## src/rtl/dic_set_ctrl.sv

```systemverilog
// Keypad-driven set/alarm controller for the digital clock.
// Sequences time or alarm digit entry and runs the alarm flash/timeout logic.
module dic_set_ctrl #(
  parameter int unsigned ALARM_SECS = 30
) (
  input  logic       clk,
  input  logic       rst,
  input  logic       key_strb,
  input  logic [7:0] key_code,
  input  logic       i_oneSecStrb,
  input  logic       alarm_match,
  output logic       dicRun,
  output logic       ldMtens,
  output logic       ldMones,
  output logic       ldStens,
  output logic       ldSones,
  output logic [3:0] ld_num,
  output logic       ld_alarm,
  output logic       dicSelectLEDdisp,
  output logic       alarm_en,
  output logic       alarm_flashing,
  output logic       key_err,
  output logic [2:0] set_state
);

  typedef enum logic [2:0] {
    RUN     = 3'd0,
    TSET_MT = 3'd1,
    TSET_MO = 3'd2,
    TSET_ST = 3'd3,
    TSET_SO = 3'd4,
    ASET_MT = 3'd5,
    ASET_MO = 3'd6,
    ASET_ST = 3'd7
  } state_e;

  localparam logic [7:0] KEY_S   = 8'h73;
  localparam logic [7:0] KEY_A   = 8'h61;
  localparam logic [7:0] KEY_E   = 8'h65;
  localparam logic [7:0] KEY_N   = 8'h6E;
  localparam logic [7:0] KEY_ESC = 8'h1B;
  localparam logic [7:0] ALARM_LIMIT = 8'(ALARM_SECS);

  state_e     state_q, state_d;
  logic       aset_q, aset_d;
  logic       run_q, run_d;
  logic       ld_mt_q, ld_mt_d;
  logic       ld_mo_q, ld_mo_d;
  logic       ld_st_q, ld_st_d;
  logic       ld_so_q, ld_so_d;
  logic [3:0] ld_num_q, ld_num_d;
  logic       ld_alarm_q, ld_alarm_d;
  logic       sel_q, sel_d;
  logic       alarm_en_q, alarm_en_d;
  logic       flash_q, flash_d;
  logic       key_err_q, key_err_d;
  logic [7:0] sec_cnt_q, sec_cnt_d;
  logic       match_prev_q, match_prev_d;

  logic       is_digit;
  logic [3:0] digit;
  logic       is_tens;
  logic       in_aset;
  logic       key_live;
  logic       alarm_start;

  always_comb begin
    is_digit    = (key_code >= 8'h30) && (key_code <= 8'h39);
    digit       = key_code[3:0];
    is_tens     = (state_q == TSET_MT) || (state_q == TSET_ST) ||
                  (state_q == ASET_MT) || (state_q == ASET_ST);
    in_aset     = (state_q == ASET_MT) || (state_q == ASET_MO) ||
                  (state_q == ASET_ST) || ((state_q == TSET_SO) && aset_q);
    // A key pressed while the alarm flashes only dismisses the alarm.
    key_live    = key_strb && !flash_q;
    alarm_start = alarm_en_q && alarm_match && !match_prev_q && !flash_q;
  end

  always_comb begin
    state_d      = state_q;
    aset_d       = aset_q;
    run_d        = run_q;
    ld_mt_d      = 1'b0;
    ld_mo_d      = 1'b0;
    ld_st_d      = 1'b0;
    ld_so_d      = 1'b0;
    ld_num_d     = ld_num_q;
    ld_alarm_d   = ld_alarm_q;
    sel_d        = 1'b0;
    alarm_en_d   = alarm_en_q;
    flash_d      = flash_q;
    key_err_d    = 1'b0;
    sec_cnt_d    = sec_cnt_q;
    match_prev_d = alarm_match;

    if (key_live) begin
      if (key_code == KEY_N) begin
        sel_d = 1'b1;
      end else if (state_q == RUN) begin
        if (key_code == KEY_S) begin
          state_d = TSET_MT;
          aset_d  = 1'b0;
          run_d   = 1'b0;
        end else if (key_code == KEY_A) begin
          state_d = ASET_MT;
          aset_d  = 1'b1;
        end else if (key_code == KEY_E) begin
          alarm_en_d = !alarm_en_q;
        end
      end else if (key_code == KEY_ESC) begin
        state_d = RUN;
        aset_d  = 1'b0;
        run_d   = 1'b1;
      end else if (is_digit) begin
        if (is_tens && (digit > 4'd5)) begin
          key_err_d = 1'b1;
        end else begin
          ld_num_d   = digit;
          ld_alarm_d = in_aset;
          case (state_q)
            TSET_MT: begin ld_mt_d = 1'b1; state_d = TSET_MO; end
            TSET_MO: begin ld_mo_d = 1'b1; state_d = TSET_ST; end
            TSET_ST: begin ld_st_d = 1'b1; state_d = TSET_SO; end
            ASET_MT: begin ld_mt_d = 1'b1; state_d = ASET_MO; end
            ASET_MO: begin ld_mo_d = 1'b1; state_d = ASET_ST; end
            ASET_ST: begin ld_st_d = 1'b1; state_d = TSET_SO; end
            TSET_SO: begin
              ld_so_d = 1'b1;
              state_d = RUN;
              aset_d  = 1'b0;
              run_d   = 1'b1;
            end
            default: state_d = RUN;
          endcase
        end
      end else begin
        key_err_d = 1'b1;
      end
    end

    // Key dismissal wins over the seconds timeout in the same cycle.
    if (key_strb && flash_q) begin
      flash_d = 1'b0;
    end else if (flash_q && i_oneSecStrb) begin
      sec_cnt_d = sec_cnt_q + 8'd1;
      if (sec_cnt_d == ALARM_LIMIT) flash_d = 1'b0;
    end
    if (alarm_start) begin
      flash_d   = 1'b1;
      sec_cnt_d = 8'd0;
    end
    if (!alarm_en_d) flash_d = 1'b0;
  end

  always_ff @(posedge clk) begin
    if (rst) begin
      state_q      <= RUN;
      aset_q       <= 1'b0;
      run_q        <= 1'b1;
      ld_mt_q      <= 1'b0;
      ld_mo_q      <= 1'b0;
      ld_st_q      <= 1'b0;
      ld_so_q      <= 1'b0;
      ld_num_q     <= 4'd0;
      ld_alarm_q   <= 1'b0;
      sel_q        <= 1'b0;
      alarm_en_q   <= 1'b0;
      flash_q      <= 1'b0;
      key_err_q    <= 1'b0;
      sec_cnt_q    <= 8'd0;
      match_prev_q <= 1'b0;
    end else begin
      state_q      <= state_d;
      aset_q       <= aset_d;
      run_q        <= run_d;
      ld_mt_q      <= ld_mt_d;
      ld_mo_q      <= ld_mo_d;
      ld_st_q      <= ld_st_d;
      ld_so_q      <= ld_so_d;
      ld_num_q     <= ld_num_d;
      ld_alarm_q   <= ld_alarm_d;
      sel_q        <= sel_d;
      alarm_en_q   <= alarm_en_d;
      flash_q      <= flash_d;
      key_err_q    <= key_err_d;
      sec_cnt_q    <= sec_cnt_d;
      match_prev_q <= match_prev_d;
    end
  end

  assign dicRun           = run_q;
  assign ldMtens          = ld_mt_q;
  assign ldMones          = ld_mo_q;
  assign ldStens          = ld_st_q;
  assign ldSones          = ld_so_q;
  assign ld_num           = ld_num_q;
  assign ld_alarm         = ld_alarm_q;
  assign dicSelectLEDdisp = sel_q;
  assign alarm_en         = alarm_en_q;
  assign alarm_flashing   = flash_q;
  assign key_err          = key_err_q;
  assign set_state        = state_q;

endmodule

```

## config.mk

```make
export PLATFORM = sky130hd
export DESIGN_NAME = dic_set_ctrl
export DESIGN_NICKNAME = d
export VERILOG_FILES = /design/src/rtl/dic_set_ctrl.sv
export SDC_FILE = /design/constraint.sdc
export NUM_CORES = 1
export LEC_CHECK = 0
export BUFFER_PORTS_ARGS = -buffer_cell sky130_fd_sc_hd__buf_2
export CORE_MARGIN = 2
export CORE_UTILIZATION = 30
export DETAILED_ROUTE_END_ITERATION = 8
export MAX_ROUTING_LAYER = met4
export PLACE_DENSITY = 0.58
export SYNTH_ARGS = -nofsm -noshare
export SYNTH_HDL_FRONTEND = slang
export SYNTH_SLANG_ARGS = --single-unit
export TNS_END_PERCENT = 5
```

## constraint.sdc

```tcl
create_clock -name clk -period 4.8 [get_ports clk]
set_input_delay 0.72 -clock clk [delete_from_list [all_inputs] [get_ports clk]]
set_output_delay 0.72 -clock clk [all_outputs]
set_load 0.01 [all_outputs]
```

* Word-level counts from Yosys, hierarchy flattened
Index checks and enable logic that the tools add are counted.
Storage, ports and cells: register bits after elaboration 27, bits of input ports 13, output and inout port bits 17
Cells by class: add/sub/neg operators 1, $lt $le $gt $ge 3, equality and inequality tests 16, multiplexer cells 37, bitwise gates (word level) 8, reductions and logical operators 37
Operators by type and width (number):
- 8-bit by 7-bit == test with 1-bit output (second input constant) | 4
- 1-bit two-way mux | 30
- 3-bit two-way mux | 6
- 6-bit AND reduction | 3
- 8-bit by 5-bit == test with 1-bit output (second input constant) | 2
- 3-bit case mux with 5 select lines | 1
- 3-bit == test (second input constant) | 4
- 3-bit nonzero test | 4
- 2-bit OR reduction | 6
- 1-bit logical AND | 9
- 8-bit by 1-bit adder with 8-bit output (second input constant) | 1
- 8-bit by 6-bit >= comparator with 1-bit output (second input constant) | 1
- 8-bit by 6-bit less-or-equal comparator with 1-bit output (second input constant) | 1
- 1-bit NOT | 8
- 7-bit OR reduction | 1
- 3-bit by 2-bit == test with 1-bit output (second input constant) | 2
- 1-bit logical OR | 6
- 5-bit AND reduction | 1
- 5-bit OR reduction | 1
- 4-bit by 3-bit > comparator with 1-bit output (second input constant) | 1
- 2-bit AND reduction | 2
- 3-bit by 1-bit == test with 1-bit output (second input constant) | 1
- 1-bit logical NOT | 3
- 3-bit logical NOT | 1
- 3 further kinds | 3

* Longest topological paths before layout
Gate-level depths: netlist of the first run.
depth in word-level cells 9, depth in mapped cells 8, gate-level depth less buffers 7

* Worst setup path before layout of the first run
No wires, ideal clock.
path kind input to register, from in key_code[5], to reg state_q[0], in the netlist set_state[0], setup time 0.088 ns, arrival 1.906 ns, required time 4.712 ns, slack 2.805 ns, cell stages on the path 5, path buffers 0, path through or4b_1 -> o21ai_1 -> o221a_2 -> nor2_2 -> a311oi_2
Between the ends: cells in the longest elaborated chain, start to end 4
Ends and longest elaborated chain:
- start, declared | RTL line 9 | input logic [7:0] key_code,
- 8-bit by 6-bit >= comparator with 1-bit output / 8-bit by 6-bit less-or-equal comparator with 1-bit output (equally long branches) | RTL line 68 | is_digit = (key_code >= 8'h30) && (key_code <= 8'h39);
- 1-bit logical AND | RTL line 68
- 3-bit nonzero test (no source line)
- 5-bit AND reduction (no source line)
- end signal, assigned | RTL line 173 | state_q <= state_d;
- end, declared | RTL line 44 | state_e state_q, state_d;
Parallel ways exist; a longest one is shown, timed or not. A chain may end at the register's enable or synchronous reset.

* Worst setup path after layout of the first run
from reg state_q[0], in the netlist set_state[0], to reg ld_so_q, in the netlist ldSones
Between the ends: cells in the longest elaborated chain, start to end 6
Ends and longest elaborated chain:
- 3-bit by 1-bit == test with 1-bit output / 3-bit by 2-bit == test with 1-bit output (equally long branches) | RTL line 70 | is_tens = (state_q == TSET_MT) || (state_q == TSET_ST) ||
- 1-bit logical OR (2 in a row) | RTL line 70
- 1-bit logical OR | RTL line 71 | (state_q == ASET_MT) || (state_q == ASET_ST);
- 1-bit logical AND | RTL line 115 | if (is_tens && (digit > 4'd5)) begin
- 7-bit OR reduction (no source line)
- end signal, assigned | RTL line 179 | ld_so_q <= ld_so_d;
- end, declared | RTL line 50 | logic ld_so_q, ld_so_d;
Parallel ways exist; a longest one is shown, timed or not.

==> metrics.cfg, run 1 <==
[timing]
whs_ns=0.487
setup-violations-final=0
min_period_over_period_pct=46.2
period_minus_slack_ns=2.22
max_freq_mhz=451
worst-slew-pin-transition_ns=0.389
finalSetupTns_ns=0
fin_skew_ns=0.00181
hold_viol=0
slew_violations=0
relSlewSlack_pct=73.8
rsz0062_at_grt=no

[drt]
drtPass1Iterations=4
vias=1208
detail_route.wl_per_cell_microns=12.4
totalWireLength_mm=2.98
drcViolationCount=0
ant_nets=0
drt_iter0_markers=30
via_per_inst=5.03

[clock_tree]
cts-htree-levels=1
cts.repair.resized=0
clockBufferDepth=2
cts_buffers=3
clk_pin_slew_worst_paths_ns=0.09
cts.sinks=27
cts_tree=built
post_cts_buffers=0
cts_root_buf=clkbuf_8
insertion_delay_ns=0.27
hold_buffers=0

[final_layout]
final_common_cell=buf_2
area_delta_synth_final_pct=16.2
drive_above_1_share_pct=20.4
fin_nets=210
register_area_sq_um=541
largest_register_ffs=8
design_area_sq_um=1680
final_core_util_pct=35.8
final_cell_mix=buf_2, dfxtp_1, nor2_1
regMostFlops=sec_cnt_q
n_antenna_cell=0
nFillCells=513
multi_input_area_sq_um=866

[synthesis]
synth_nets=182
synth_mux_area_share_pct=3.46
synthFlopType=dfxtp_1
netlist_top_cells_area=dfxtp_1, ha_1, nor2_1
synthSimpleGateAreaFrac_pct=29.3
ys_seq_elements=27
yosys.area.top_type=dfxtp_1
synth_edf_count=0
synth_area_per_cell_sq_um=9.09
mappedNetlistArea_sq_um=1450
seq_area_frac_synth_pct=37.4
synth_cell_types=44
synth-xor-area-share_pct=6.06
synth_top_family_by_area=simple AND/OR/NAND/NOR gates
synthCells=159
synth_fa_ha_area_share_pct=8.66
synth-compound-area-share_pct=12.5
async_flop_share_pct=0
yosys_warnings=0
synth_top_area_share_pct=37.4

[placed_design]
io_buffers=29
placed_area_sq_um=1630
place.gp.congestion=0.829
hpwlAfterDp_mm=2.25

[power]
ir_drop_mv=0.139
p_sw_share_pct=26.1
p_comb_share_pct=13.7
power_uw=421
power.density_nw_per_um2=251
power.internal_uw=311
seqPwrFrac_pct=55.7
clockPowerShare_pct=30.7
p_sw_uw=110
p_leak_nw=0.710

[min_path]
hp-class=flop to flop
min_from=ld_alarm

[outcome]
outcome=complete, no violations

[critical_path]
rr_startpoint=set_state[0]
critPathArrivalTime_ns=2.43
path_max_fanout=7
cp.required_ns=5.02
worstSetupPathType=flop to flop
startpoint_type=flop
regToRegSetupSlack_ns=2.58
critPathCaptureType=flop
startpoint=set_state[0]

[grt]
antenna_found_initial=0
grtUsageTotal_pct=11.9
first_global_vias=1072
grt_pass1_wl_mm=4.95
grt_max_degree=18
gr-total-overflow=0

[die]
rows=25
ios=30
die_h_microns=73.4
die_x_microns=73.4
core_area_sq_um=4690
start_util_pct=30.8
die_area_sq_um=5390

[flow_run]
cap_viol_max_count=0

[cells by family (layout without fill, tap and decap cells)]
logic type / after synthesis / count (layout)
buffers and inverters: 10 / 37
AO/OA/AOI/OAI: 26 / 26
AND/OR/NAND/NOR: 71 / 71
XOR/XNOR: 10 / 10
flip-flops: 27 / 27
multiplexers: 5 / 5
adder cells (fa/ha/maj): 10 / 10
[final cells by class]
| class | instances | share of cell area [%] |
|---|---|---|
| clock buffer | 4 | 2.68 |
| inverter | 4 | 0.894 |
| timing repair buffer | 29 | 8.64 |
| tap | 54 | 4.02 |
| multi-input combinational | 122 | 51.6 |
| sequential | 27 | 32.2 |
[final timing paths]
| kind | end | depth (start not counted) |
|---|---|---|
| worst max-delay path | ldSones | 7 |
| worst min-delay path | ld_alarm | 2 |
| worst max register to register | ldSones | 7 |
| worst min register to register | ld_alarm | 2 |
[metal layers]
| metal | vias up | routed length, microns | global-route usage [%] |
|---|---|---|---|
| met3 | 2 | 126 | 1.78 |
| met1 | 559 | 1530 | 16.1 |
| met5 | - | 0 | - |
| met2 | 25 | 1290 | 18.1 |
| li1 | 622 | - | - |
| met4 | 0 | 34 | 4.24 |
[power groups by stage]
stage	Clock, mW	Sequential (mW)	Combinational (mW)
floorplan	0	0.240	0.0352
global placement	0	0.239	0.0574
detailed placement	0	0.240	0.0571
CTS	0.133	0.234	0.0574
global route	0.139	0.235	0.0636
finish	0.129	0.234	0.0575
[Yosys cell counts (2+ instances only)]
| cell | n |
|---|---|
| a21oi_1 | 8 |
| and2_1 | 5 |
| and3_1 | 4 |
| and3b_1 | 2 |
| and4b_1 | 2 |
| clkbuf_1 | 5 |
| dfxtp_1 | 27 |
| ha_1 | 10 |
| inv_1 | 4 |
| mux2i_1 | 5 |
| nand2_1 | 6 |
| nand2b_1 | 5 |
| nand3_1 | 4 |
| nand4_1 | 4 |
| nand4b_1 | 3 |
| nor2_1 | 19 |
| nor2b_1 | 2 |
| nor3_1 | 3 |
| nor4_1 | 2 |
| nor4bb_1 | 2 |
| o21ai_0 | 4 |
| o21ai_1 | 2 |
| o31ai_1 | 2 |
| xnor2_1 | 4 |
| xor2_1 | 6 |
[critical path, stage by stage (launching register included)]
cell and delay (ns):
dfxtp_1 0.49, inv_1 0.15, ha_1 0.28, nor2b_1 0.17, a21oi_1 0.27, and3_1 0.43
and2b_1 0.21, and3_1 0.16
[through the flow]
stage          setup WS (ns)  instances
2_1_floorplan           2.81        159
3_3_place_gp            2.56        236
3_5_place_dp            2.56        236
4_1_cts                 2.60        240
5_1_grt                 2.43        240
6_report                2.58        240
(Power assumes the default switching activity.)
==> run 2, diff against run 1 <==
==> constraint.sdc (replaced) <==
create_clock -name clk -period 2.3 [get_ports clk]
set_input_delay 0.345 -clock clk [delete_from_list [all_inputs] [get_ports clk]]
set_output_delay 0.345 -clock clk [all_outputs]
set_load 0.01 [all_outputs]
==> run 2 against run 1 <==
Final cell count increased by 0.83%. Worst setup slack got worse by 2.3 ns. Maximum frequency increased by 8.0%. Hold slack got worse by 0.19 ns. Global-route usage about the same. Critical path type unchanged. Largest cell class unchanged. Largest power group unchanged.
==> metrics.cfg, run 2 (synthesis results as in run 1) <==
[clock_tree]
cts_root_buf=clkbuf_8
post_cts_buffers=0
cts.sinks=27
clk_pin_slew_worst_paths_ns=0.09
cts-htree-levels=1
hold_buffers=0
insertion_delay_ns=0.27
cts_tree=built
clockBufferDepth=2
cts_buffers=3

[placed_design]
dp_cells=238
hpwlAfterDp_mm=2.23
place.gp.congestion=0.790
placed_area_sq_um=1650
io_buffers=29

[grt]
grt_pass1_wl_mm=4.97
first_global_vias=1079
grtUsageTotal_pct=11.9
grt_max_degree=18
antenna_found_initial=0
gr-total-overflow=0

[critical_path]
critPathArrivalTime_ns=2.27
regToRegSetupSlack_ns=0.25
path_max_fanout=7
worstSetupPathType=flop to flop
startpoint_type=flop
crit_family=simple AND/OR/NAND/NOR gates
critPathCaptureType=flop
cp_slowest_cell=dfxtp_1
cp.required_ns=2.52
critPathMaxStageDelay_ns=0.46
path_cells=inv_1 -> ha_1 -> nor2b_1 -> a21oi_1 -> and3_2 -> and2b_1 -> and3_1
worst-path-buf-inv=1

[power]
power.internal_uw=650
seqPwrFrac_pct=56.0
power.density_nw_per_um2=514
clockPowerShare_pct=30.3
p_comb_share_pct=13.7
power_uw=872
ir_drop_mv=0.258
p_sw_share_pct=25.5
p_sw_uw=222
p_leak_nw=0.720

[timing]
worst-slew-pin-transition_ns=0.405
relSlewSlack_pct=72.8
period_minus_slack_ns=2.05
setup-violations-final=0
slew_violations=0
fin_skew_ns=0.00218
rsz0062_at_grt=no
hold_viol=0
min_period_over_period_pct=89.2
finalSetupTns_ns=0
max_freq_mhz=487

[die]
ios=30
core_area_sq_um=4690
die_x_microns=73.4
die_area_sq_um=5390
rows=25
start_util_pct=30.8
die_h_microns=73.4

[drt]
drcViolationCount=0
drtPass1Iterations=4
via_per_inst=4.94
vias=1195
totalWireLength_mm=2.88
drt_iter0_markers=54
detail_route.wl_per_cell_microns=11.9
ant_nets=0

[final_layout]
drive_above_1_share_pct=21.8
area_delta_synth_final_pct=17.3
regMostFlops=sec_cnt_q
nFillCells=510
fin_nets=212
design_area_sq_um=1700
largest_register_ffs=8
n_antenna_cell=0
fin_cells=242
final_core_util_pct=36.1
final_common_cell=buf_2
final_cell_mix=buf_2, dfxtp_1, nor2_1

[outcome]
outcome=complete, no violations

[min_path]
hp-class=input pin to flop

[flow_run]
cap_viol_max_count=0

==> run 2: power by group through the flow <==
| stage | combinational, mW | sequential [mW] | clock [mW] |
|---|---|---|---|
| finish | 0.120 | 0.488 | 0.264 |
| global route | 0.137 | 0.490 | 0.299 |
| CTS | 0.121 | 0.488 | 0.281 |
| detailed placement | 0.120 | 0.499 | 0 |
| global placement | 0.120 | 0.500 | 0 |
| floorplan | 0.0734 | 0.501 | 0 |
==> run 2: cell type report <==
type / instances / area [sq um] / area share (%)
Timing Repair Buffer: 31 / 160 / 9.45
Clock buffer: 4 / 45.0 / 2.66
Tap cell: 54 / 67.6 / 3.99
Sequential cell: 27 / 541 / 31.9
Inverter: 4 / 15.0 / 0.886
Multi-Input combinational cell: 122 / 867 / 51.1
==> run 2: layer usage <==
layer / wire [microns] / vias to the layer above / part of all wire (%) / global-route usage [%]
li1: - / 624 / - / -
met3: 96 / 4 / 3.3 / 1.78
met1: 1480 / 544 / 51 / 16.5
met2: 1280 / 23 / 44 / 18.0
met4: 34 / 0 / 1.2 / 3.64
met5: 0 / - / 0 / -
==> run 2: repair_timing <==
item,CTS,global route
resized for setup,0,1
setup endpoints to repair,0,2
hold endpoints to repair,0,0
==> run 2: per-stage QoR <==
step                      hold WS [ns]  setup slack, ns
after floorplan                  0.413            0.401
after global placement           0.471            0.261
after detailed placement         0.465            0.180
after CTS                        0.287            0.149
after global routing             0.309           0.0791
final                            0.294            0.248
==> run 2: worst paths after layout <==
check | startpoint | to | depth (start not counted)
setup reg to reg | set_state[0] | ldSones | 7
hold reg to reg | dicRun | dicRun | 1
hold / removal | alarm_match | match_prev_q | 2
setup / recovery | set_state[0] | ldSones | 7
